$ cat config.mk
export PLATFORM = sky130hd
export DESIGN_NAME = pipe_skid_stage_flat
export DESIGN_NICKNAME = d
export VERILOG_FILES = /design/src/rtl/pipe_pkg.sv /design/src/rtl/pipe_skid_stage_if.sv /design/src/rtl/pipe_sat_counter.sv /design/src/rtl/pipe_skid_stage.sv /design/src/flat_wrapper.sv
export SDC_FILE = /design/constraint.sdc
export NUM_CORES = 1
export LEC_CHECK = 0
export ABC_AREA = 1
export BUFFER_PORTS_ARGS = -buffer_cell sky130_fd_sc_hd__buf_2
export CAP_MARGIN = 20
export CORE_MARGIN = 5
export CORE_UTILIZATION = 51
export CTS_BUF_LIST = sky130_fd_sc_hd__clkbuf_4 sky130_fd_sc_hd__clkbuf_8
export DETAILED_ROUTE_END_ITERATION = 16
export PLACE_DENSITY = 0.79
export SLEW_MARGIN = 5
export SYNTH_ARGS = -nofsm -noshare
export SYNTH_HDL_FRONTEND = slang
export SYNTH_SLANG_ARGS = --single-unit
$ cat constraint.sdc
create_clock -name clk -period 1.3 [get_ports clk]
set_input_delay 0 -clock clk [delete_from_list [all_inputs] [get_ports clk]]
set_output_delay 0 -clock clk [all_outputs]
set_load 0.05 [all_outputs]
$ cat src/rtl/pipe_pkg.sv
// Shared types and defaults for the flow-controlled pipeline stage register.
// Latency: n/a (declarations only).
// Backpressure: n/a.
package pipe_pkg;

  // Occupancy of a stage: nothing held, main only, main plus skid.
  typedef enum logic [1:0] {
    ST_EMPTY = 2'd0,
    ST_ONE   = 2'd1,
    ST_TWO   = 2'd2
  } pipe_state_t;

  localparam int          PIPE_WIDTH     = 32;
  localparam logic [31:0] PIPE_RESET_VAL = 32'h0000_0000;

endpackage

$ cat src/rtl/pipe_skid_stage_if.sv
// Valid/ready bus carrying LANES packed fields of WIDTH bits between stages.
// Latency: n/a (wires only).
// Backpressure: master holds valid/data until the slave raises ready.
interface pipe_skid_stage_if
  import pipe_pkg::*;
#(
  parameter int LANES = 7,
  parameter int WIDTH = PIPE_WIDTH
);

  logic                   valid;
  logic                   ready;
  logic [LANES*WIDTH-1:0] data;

  modport master (output valid, output data, input ready);
  modport slave  (input valid, input data, output ready);

endinterface

$ cat src/rtl/pipe_sat_counter.sv
// Saturating up-counter with increment enable; cleared only by reset.
// Latency: count reflects an increment one edge after i_inc is sampled.
// Backpressure: none; sticks at all-ones once reached.
module pipe_sat_counter #(
  parameter int WIDTH = 32
) (
  input  logic             clk,
  input  logic             reset,
  input  logic             i_inc,
  output logic [WIDTH-1:0] o_cnt
);

  logic [WIDTH-1:0] r_cnt;

  // Count enabled cycles, holding at the maximum value.
  always_ff @(posedge clk) begin
    if (reset) begin
      r_cnt <= '0;
    end else if (i_inc && (r_cnt != '1)) begin
      r_cnt <= r_cnt + WIDTH'(1);
    end
  end

  assign o_cnt = r_cnt;

endmodule

$ cat src/rtl/pipe_skid_stage.sv
// Multi-lane pipeline stage register with a two-entry skid buffer and flush; PIPE_SKID_STALL_CNT_EN adds stall_cnt.
// Latency: data accepted at edge N is on o_dn.data after edge N (one cycle).
// Backpressure: i_up.ready is registered; one extra entry is absorbed in the skid register.
module pipe_skid_stage
  import pipe_pkg::*;
#(
  parameter int          LANES     = 7,
  parameter int          WIDTH     = PIPE_WIDTH,
  parameter logic [31:0] RESET_VAL = PIPE_RESET_VAL
) (
  input  logic                    clk,
  input  logic                    reset,
  input  logic                    flush,
  pipe_skid_stage_if.slave        i_up,
  pipe_skid_stage_if.master       o_dn
`ifdef PIPE_SKID_STALL_CNT_EN
  ,
  output logic [31:0]             stall_cnt
`endif
);

  localparam int               DW       = LANES * WIDTH;
  localparam logic [WIDTH-1:0] RST_LANE = WIDTH'(RESET_VAL);
  localparam logic [DW-1:0]    RST_DATA = {LANES{RST_LANE}};

  pipe_state_t   r_state;
  pipe_state_t   w_state_nxt;
  logic [DW-1:0] r_main;
  logic [DW-1:0] r_skid;
  logic [DW-1:0] w_main_nxt;
  logic [DW-1:0] w_skid_nxt;
  logic          r_in_ready;
  logic          w_in_ready_nxt;
  logic          w_out_valid;
  logic          w_in_fire;
  logic          w_out_fire;

  assign w_out_valid = (r_state != ST_EMPTY);
  assign w_in_fire   = i_up.valid & r_in_ready;
  assign w_out_fire  = w_out_valid & o_dn.ready;

  assign i_up.ready  = r_in_ready;
  assign o_dn.valid  = w_out_valid;
  assign o_dn.data   = r_main;

  // Next occupancy and storage contents; flush squashes both entries and any same-cycle transfer.
  always_comb begin
    w_state_nxt = r_state;
    w_main_nxt  = r_main;
    w_skid_nxt  = r_skid;
    if (flush) begin
      w_state_nxt = ST_EMPTY;
      w_main_nxt  = RST_DATA;
      w_skid_nxt  = RST_DATA;
    end else begin
      case (r_state)
        ST_EMPTY: begin
          if (w_in_fire) begin
            w_main_nxt  = i_up.data;
            w_state_nxt = ST_ONE;
          end
        end
        ST_ONE: begin
          if (w_in_fire && w_out_fire) begin
            w_main_nxt = i_up.data;
          end else if (w_in_fire) begin
            w_skid_nxt  = i_up.data;
            w_state_nxt = ST_TWO;
          end else if (w_out_fire) begin
            w_state_nxt = ST_EMPTY;
          end
        end
        ST_TWO: begin
          // Input is never accepted here because ready is low while full.
          if (w_out_fire) begin
            w_main_nxt  = r_skid;
            w_state_nxt = ST_ONE;
          end
        end
        default: begin
          w_state_nxt = ST_EMPTY;
        end
      endcase
    end
    w_in_ready_nxt = (w_state_nxt != ST_TWO);
  end

  // State, storage and registered ready; reset overrides everything.
  always_ff @(posedge clk) begin
    if (reset) begin
      r_state    <= ST_EMPTY;
      r_main     <= RST_DATA;
      r_skid     <= RST_DATA;
      r_in_ready <= 1'b1;
    end else begin
      r_state    <= w_state_nxt;
      r_main     <= w_main_nxt;
      r_skid     <= w_skid_nxt;
      r_in_ready <= w_in_ready_nxt;
    end
  end

`ifdef PIPE_SKID_STALL_CNT_EN
  pipe_sat_counter #(
    .WIDTH (32)
  ) u_stall_cnt (
    .clk   (clk),
    .reset (reset),
    .i_inc (w_out_valid & ~o_dn.ready),
    .o_cnt (stall_cnt)
  );
`endif

endmodule

$ cat src/flat_wrapper.sv
// flat-port wrapper written by rule: the top's interface ports become plain ports
module pipe_skid_stage_flat import pipe_pkg::*;
#(
  parameter int          LANES     = 7,
  parameter int          WIDTH     = PIPE_WIDTH,
  parameter logic [31:0] RESET_VAL = PIPE_RESET_VAL
)
  (clk, reset, flush, i_up_valid, i_up_data, i_up_ready, o_dn_valid, o_dn_data, o_dn_ready);
  pipe_skid_stage_if #(.LANES(LANES), .WIDTH(WIDTH)) i_up_i ();
  pipe_skid_stage_if #(.LANES(LANES), .WIDTH(WIDTH)) o_dn_i ();
  input  logic clk;
  input  logic reset;
  input  logic flush;
  input wire logic [$bits(i_up_i.valid)-1:0] i_up_valid;
  input wire logic [$bits(i_up_i.data)-1:0] i_up_data;
  output wire logic [$bits(i_up_i.ready)-1:0] i_up_ready;
  output wire logic [$bits(o_dn_i.valid)-1:0] o_dn_valid;
  output wire logic [$bits(o_dn_i.data)-1:0] o_dn_data;
  input wire logic [$bits(o_dn_i.ready)-1:0] o_dn_ready;
  assign i_up_i.valid = i_up_valid;
  assign i_up_i.data = i_up_data;
  assign i_up_ready = i_up_i.ready;
  assign o_dn_valid = o_dn_i.valid;
  assign o_dn_data = o_dn_i.data;
  assign o_dn_i.ready = o_dn_ready;
  pipe_skid_stage #(.LANES(LANES), .WIDTH(WIDTH), .RESET_VAL(RESET_VAL)) u_core (.clk(clk), .reset(reset), .flush(flush), .i_up(i_up_i), .o_dn(o_dn_i));
endmodule
# [Yosys cells after proc, flatten, opt, wreduce, memory -nomap -nowiden]
# Cells that the tools add are included.
[totals] register_bits=451 latch_bits=0 ramBits=0 romBits=0 input_bits=229 output_inout_bits=226 elab_cells=31 mem_count=0
[op_classes] add_sub_neg=0 multipliers=0 n_div=0 magnitude_cmp=0 eq_ne=6 n_shift=0 muxes=11 n_bitwise=3 n_reduce_logical=7
[op_table] operator="$mux W224" count=3
[op_table] operator="$pmux W224 S3" count=1
[op_table] operator="$mux W2" count=6
[op_table] operator="$ne A2 B1 Y1 const B" count=3
[op_table] operator="$pmux W2 S3" count=1
[op_table] operator="$reduce_and A4 Y1" count=1
[op_table] operator="$reduce_and A3 Y1" count=1
[op_table] operator="$reduce_bool A3 Y1" count=1
[op_table] operator="$and A1 B1 Y1" count=2
[op_table] operator="$eq A2 B1 Y1 const B" count=1
[op_table] operator="$eq A2 B2 Y1 const B" count=1
[op_table] operator="$logic_not A2 Y1" count=1
[op_table] operator="$ne A2 B2 Y1 const B" count=1
[op_table] operator="$reduce_bool A2 Y1" count=1
[op_table] operator="$reduce_or A2 Y1" count=1
[op_table] operator="$logic_and A1 B1 Y1" count=1
[op_table] operator="$not A1 Y1" count=1

# [Longest topological paths before layout]
[depth] ltp_word=8 depth_mapped=9 depth_no_buf=7

# [Least setup slack after synthesis]
# OpenSTA, ideal clock, no wires.
[synth_timing] path_type="reg2reg" start="register u_core.r_in_ready (netlist: u_core.i_up.ready)" end="register u_core.r_skid[129]" setup_ns=0.132 arrival_ns=1.587 required_time_ns=1.168 slack_ns=-0.419 path_stages_with_launch=8 path_buffers=2 period_less_slack_ns=1.719 cell_sequence="dfxtp_1 nand2_1 nor2_4 nand2_2 buf_2 buf_2 nand2_1 a21oi_1"
[synth_via] elab_chain_len=4
[synth_lines] element="start, declared" line_no="pipe_skid_stage.sv:32" source="logic r_in_ready;"
[synth_lines] element="start signal, assigned" line_no="pipe_skid_stage.sv:99" source="r_in_ready <= w_in_ready_nxt;"
[synth_lines] element="$and A1 B1 Y1 (*)" line_no="pipe_skid_stage.sv:39" source="assign w_in_fire = i_up.valid & r_in_ready;"
[synth_lines] element="$logic_and A1 B1 Y1" line_no="pipe_skid_stage.sv:64" source="if (w_in_fire && w_out_fire) begin"
[synth_lines] element="$not A1 Y1 (no source line)"
[synth_lines] element="$reduce_and A3 Y1 (no source line) (*)"
[synth_lines] element="end signal, assigned" line_no="pipe_skid_stage.sv:98" source="r_skid <= w_skid_nxt;"
[synth_lines] element="end, declared" line_no="pipe_skid_stage.sv:29" source="logic [DW-1:0] r_skid;"
# Every way passes the cells marked *; elsewhere a longest branch is shown, timed or not.
# A chain may end at the register's enable or synchronous reset.

# [Final worst setup path]
[layout_timing] start="register u_core.r_state[1]" end="register u_core.r_main[27] (netlist: u_core.o_dn.data[27])"
[layout_via] elab_chain_len=5 word_cells_on_any_way=12 cone_classes="5 x eq/ne; 1 x mux; 1 x bitwise; 5 x reduce/logical"
[layout_lines] element="start, declared" line_no="pipe_skid_stage.sv:26" source="pipe_state_t r_state;"
[layout_lines] element="start signal, assigned" line_no="pipe_skid_stage.sv:96" source="r_state <= w_state_nxt;"
[layout_lines] element="$reduce_bool A2 Y1" line_no="pipe_skid_stage.sv:38" source="assign w_out_valid = (r_state != ST_EMPTY);"
[layout_lines] element="$and A1 B1 Y1" line_no="pipe_skid_stage.sv:40" source="assign w_out_fire = w_out_valid & o_dn.ready;"
[layout_lines] element="$logic_and A1 B1 Y1" line_no="pipe_skid_stage.sv:64"
[layout_lines] element="$ne A2 B1 Y1 (no source line)"
[layout_lines] element="$reduce_and A4 Y1 (no source line)"
[layout_lines] element="end signal, assigned" line_no="pipe_skid_stage.sv:97" source="r_main <= w_main_nxt;"
[layout_lines] element="end, declared" line_no="pipe_skid_stage.sv:28" source="logic [DW-1:0] r_main;"
# Several ways; a longest one is shown, not always the timed one.

==> metrics.txt <==
top cells by area in the synthesized netlist=dfxtp_1 (45%), nand2_1 (25%), nor2_1 (8.5%); final worst path period share=1.20; Nets=4077; initial antenna violation count=7; worst-path maximum fanout=22; GPL Wtd Cong=0.825; clock tree buffer depth=3; CTS tree=done; maximum clock rate=642 MHz; Pwr Total=33.7 mW; Critical R2R Launch=u_core.r_state[1]; Tightest Pin Transition=654 ps; Gate Count Post-Synth=3154; Max-slew headroom=0.564; DIE AREA=43100 um2; H-tree levels=3; vias per inst=5.37; layout cells sized above 1=0.211; setup TNS=-50120 ps; Setup crit end=u_core.o_dn.data[27]; Yosys reg bits=451; Overall Global Routing Usage=0.306; global-route wire length before repair=112 mm; Pleak=13.5 nW; std cell rows=72; Final Cell Area=28600 um2; placed cells=4032; area leader, netlist=dfxtp_1; worst r2r path cells=8; WL final=76.2 mm; clock slew at reported path FFs=70 ps; via count=23800; final setup margin=-257 ps; DR iter-0 viols=2530; CP required=1840 ps; Setup crit start=u_core.r_state[1]; Syn Std Cell Area=19900 um2; worst hold slack=196 ps; status=finished, violations left; initial core utilization=0.515; worst vdd ir=0.854 mV; crit path DAT=2100 ps; Synth Net Count=3383; Detailed Place HPWL=39.8 mm; final core utilization=0.740; Worst setup EP type=register; Cell Pwr Density=1180 nW/um2; I/O pin total=455; worst reg2reg setup slack=-260 ps; height of the die=208 um; Synth top area share=0.453; drt pass-1 iters=7; Layout Cells excl Fill=4430; CTS sink count=451; Routed Antenna Nets=0; Seq/Total Area, Yosys=0.453; Post-Place Setup Slack=-162 ps; filler instances=2560; number of I/O port buffers=454; worst skew pair latency=620 ps; synth warn=0; min-delay worst type=in2reg; vias in the first global route=22200; wire per inst=17.2 um; Fin Clk Skew=24.9 ps; Die W=208 um; most frequent cells in the layout=nand2_1 (1337), buf_2 (452), dfxtp_1 (448), nor2_1 (429), dlygate4sd3_1 (228); Root Buffer=clkbuf_8; CTS Buf Count=76; most common cell after layout, fill and taps aside=nand2_1; Worst setup SP type=register; GR Overflow Total=0; Setup Viol. Count Final=445; Synth Area per Inst=6.31 um2; reg2reg end=u_core.o_dn.data[27]; Placed Area=23600 um2; max_cap viols=0; unrepaired setup endpoints after global routing=true; synth unique cells=17; largest net degree at the start of global routing=126; Area Overhead vs Synth=43.5%; crit path time final=1560 ps; final slew viol count=0; Core Region=38600 um2; Remaining DRCs=0; critical path type=reg2reg; final hold viol count=0; failing checks=negative setup slack
flip-flops by register name, summed over array words and instances (netlist names):
name / flops
u_core.r_state: 2
u_core.r_skid: 224
u_core.i_up.ready: 1
u_core.o_dn.data: 224
where the power goes:
| part | switching [mW] | internal [mW] | total [mW] |
|---|---|---|---|
| combinational | 3.49 | 1.94 | 5.44 |
| clock | 5.88 | 7.97 | 13.8 |
| sequential | 0.229 | 14.2 | 14.4 |
| total | 9.60 | 24.1 | 33.7 |
how the worst min path moves through the flow:
stage | from | endpoint | slack, ps | depth (start not counted)
2_1_floorplan | o_dn_ready | u_core.r_state[1] | 90 | 1
3_3_place_gp | o_dn_ready | u_core.r_state[1] | 270 | 2
3_5_place_dp | o_dn_ready | u_core.r_state[1] | 280 | 2
4_1_cts | i_up_valid | u_core.r_state[0] | -260 | 4
5_1_grt | o_dn_ready | u_core.r_state[1] | 170 | 3
6_report | o_dn_ready | u_core.r_state[1] | 200 | 3
layout make-up:
| class | instances | area [um2] | area share |
|---|---|---|---|
| Multi-Input combinational cell | 2257 | 9370 | 0.328 |
| Sequential cell | 451 | 9030 | 0.316 |
| Timing Repair Buffer | 832 | 6970 | 0.244 |
| Clock buffer | 122 | 1510 | 0.0528 |
| Inverter | 230 | 881 | 0.0308 |
| Tap cell | 518 | 648 | 0.0227 |
| Clock inverter | 13 | 155 | 0.00543 |
| Antenna cell | 7 | 17.5 | 0.000613 |
synth_stat cells (all sizes together):
cell type	count
o21ai	1
a21oi	225
nor3	1
inv	230
nand2	1351
clkbuf	86
nand3	225
buf	132
dfxtp	451
nor2	451
nand4	1
cells by family (layout without fill, tap and decap cells):
family	count (synthesis)	count (layout)	share of synthesized area
AND/OR/NAND/NOR	2029	2031	0.398
buffers and inverters	448	1197	0.0917
other	0	7	0
flip-flops	451	451	0.453
AO/OA/AOI/OAI	226	226	0.0568
critical path: stages, from the launching register on:
cell,delay (ps)
dfxtp_2,340
buf_4,150
nand2_8,120
buf_16,220
buf_12,190
nand2_1,60
nand2_1,110
nor2_1,90
nor2_1,190
what timing repair did:
item | in CTS | in global routing
hold endpoints to repair | 451 | 1
resized for setup | 22 | 91
hold buffers | 227 | 1
setup buffers | 2 | 4
gates cloned | 4 | 18
pin swaps | 8 | 57
endpoints found under the setup margin | 495 | 525
layer usage:
| layer | wire length [um] | GRT usage | up-vias |
|---|---|---|---|
| li1 | - | - | 11000 |
| met1 | 28300 | 0.368 | 10700 |
| met2 | 35500 | 0.501 | 1652 |
| met3 | 7500 | 0.0727 | 441 |
| met4 | 4910 | 0.176 | 0 |
| met5 | 0 | 0 | - |
Note: power is estimated with default switching activity, not from simulation.
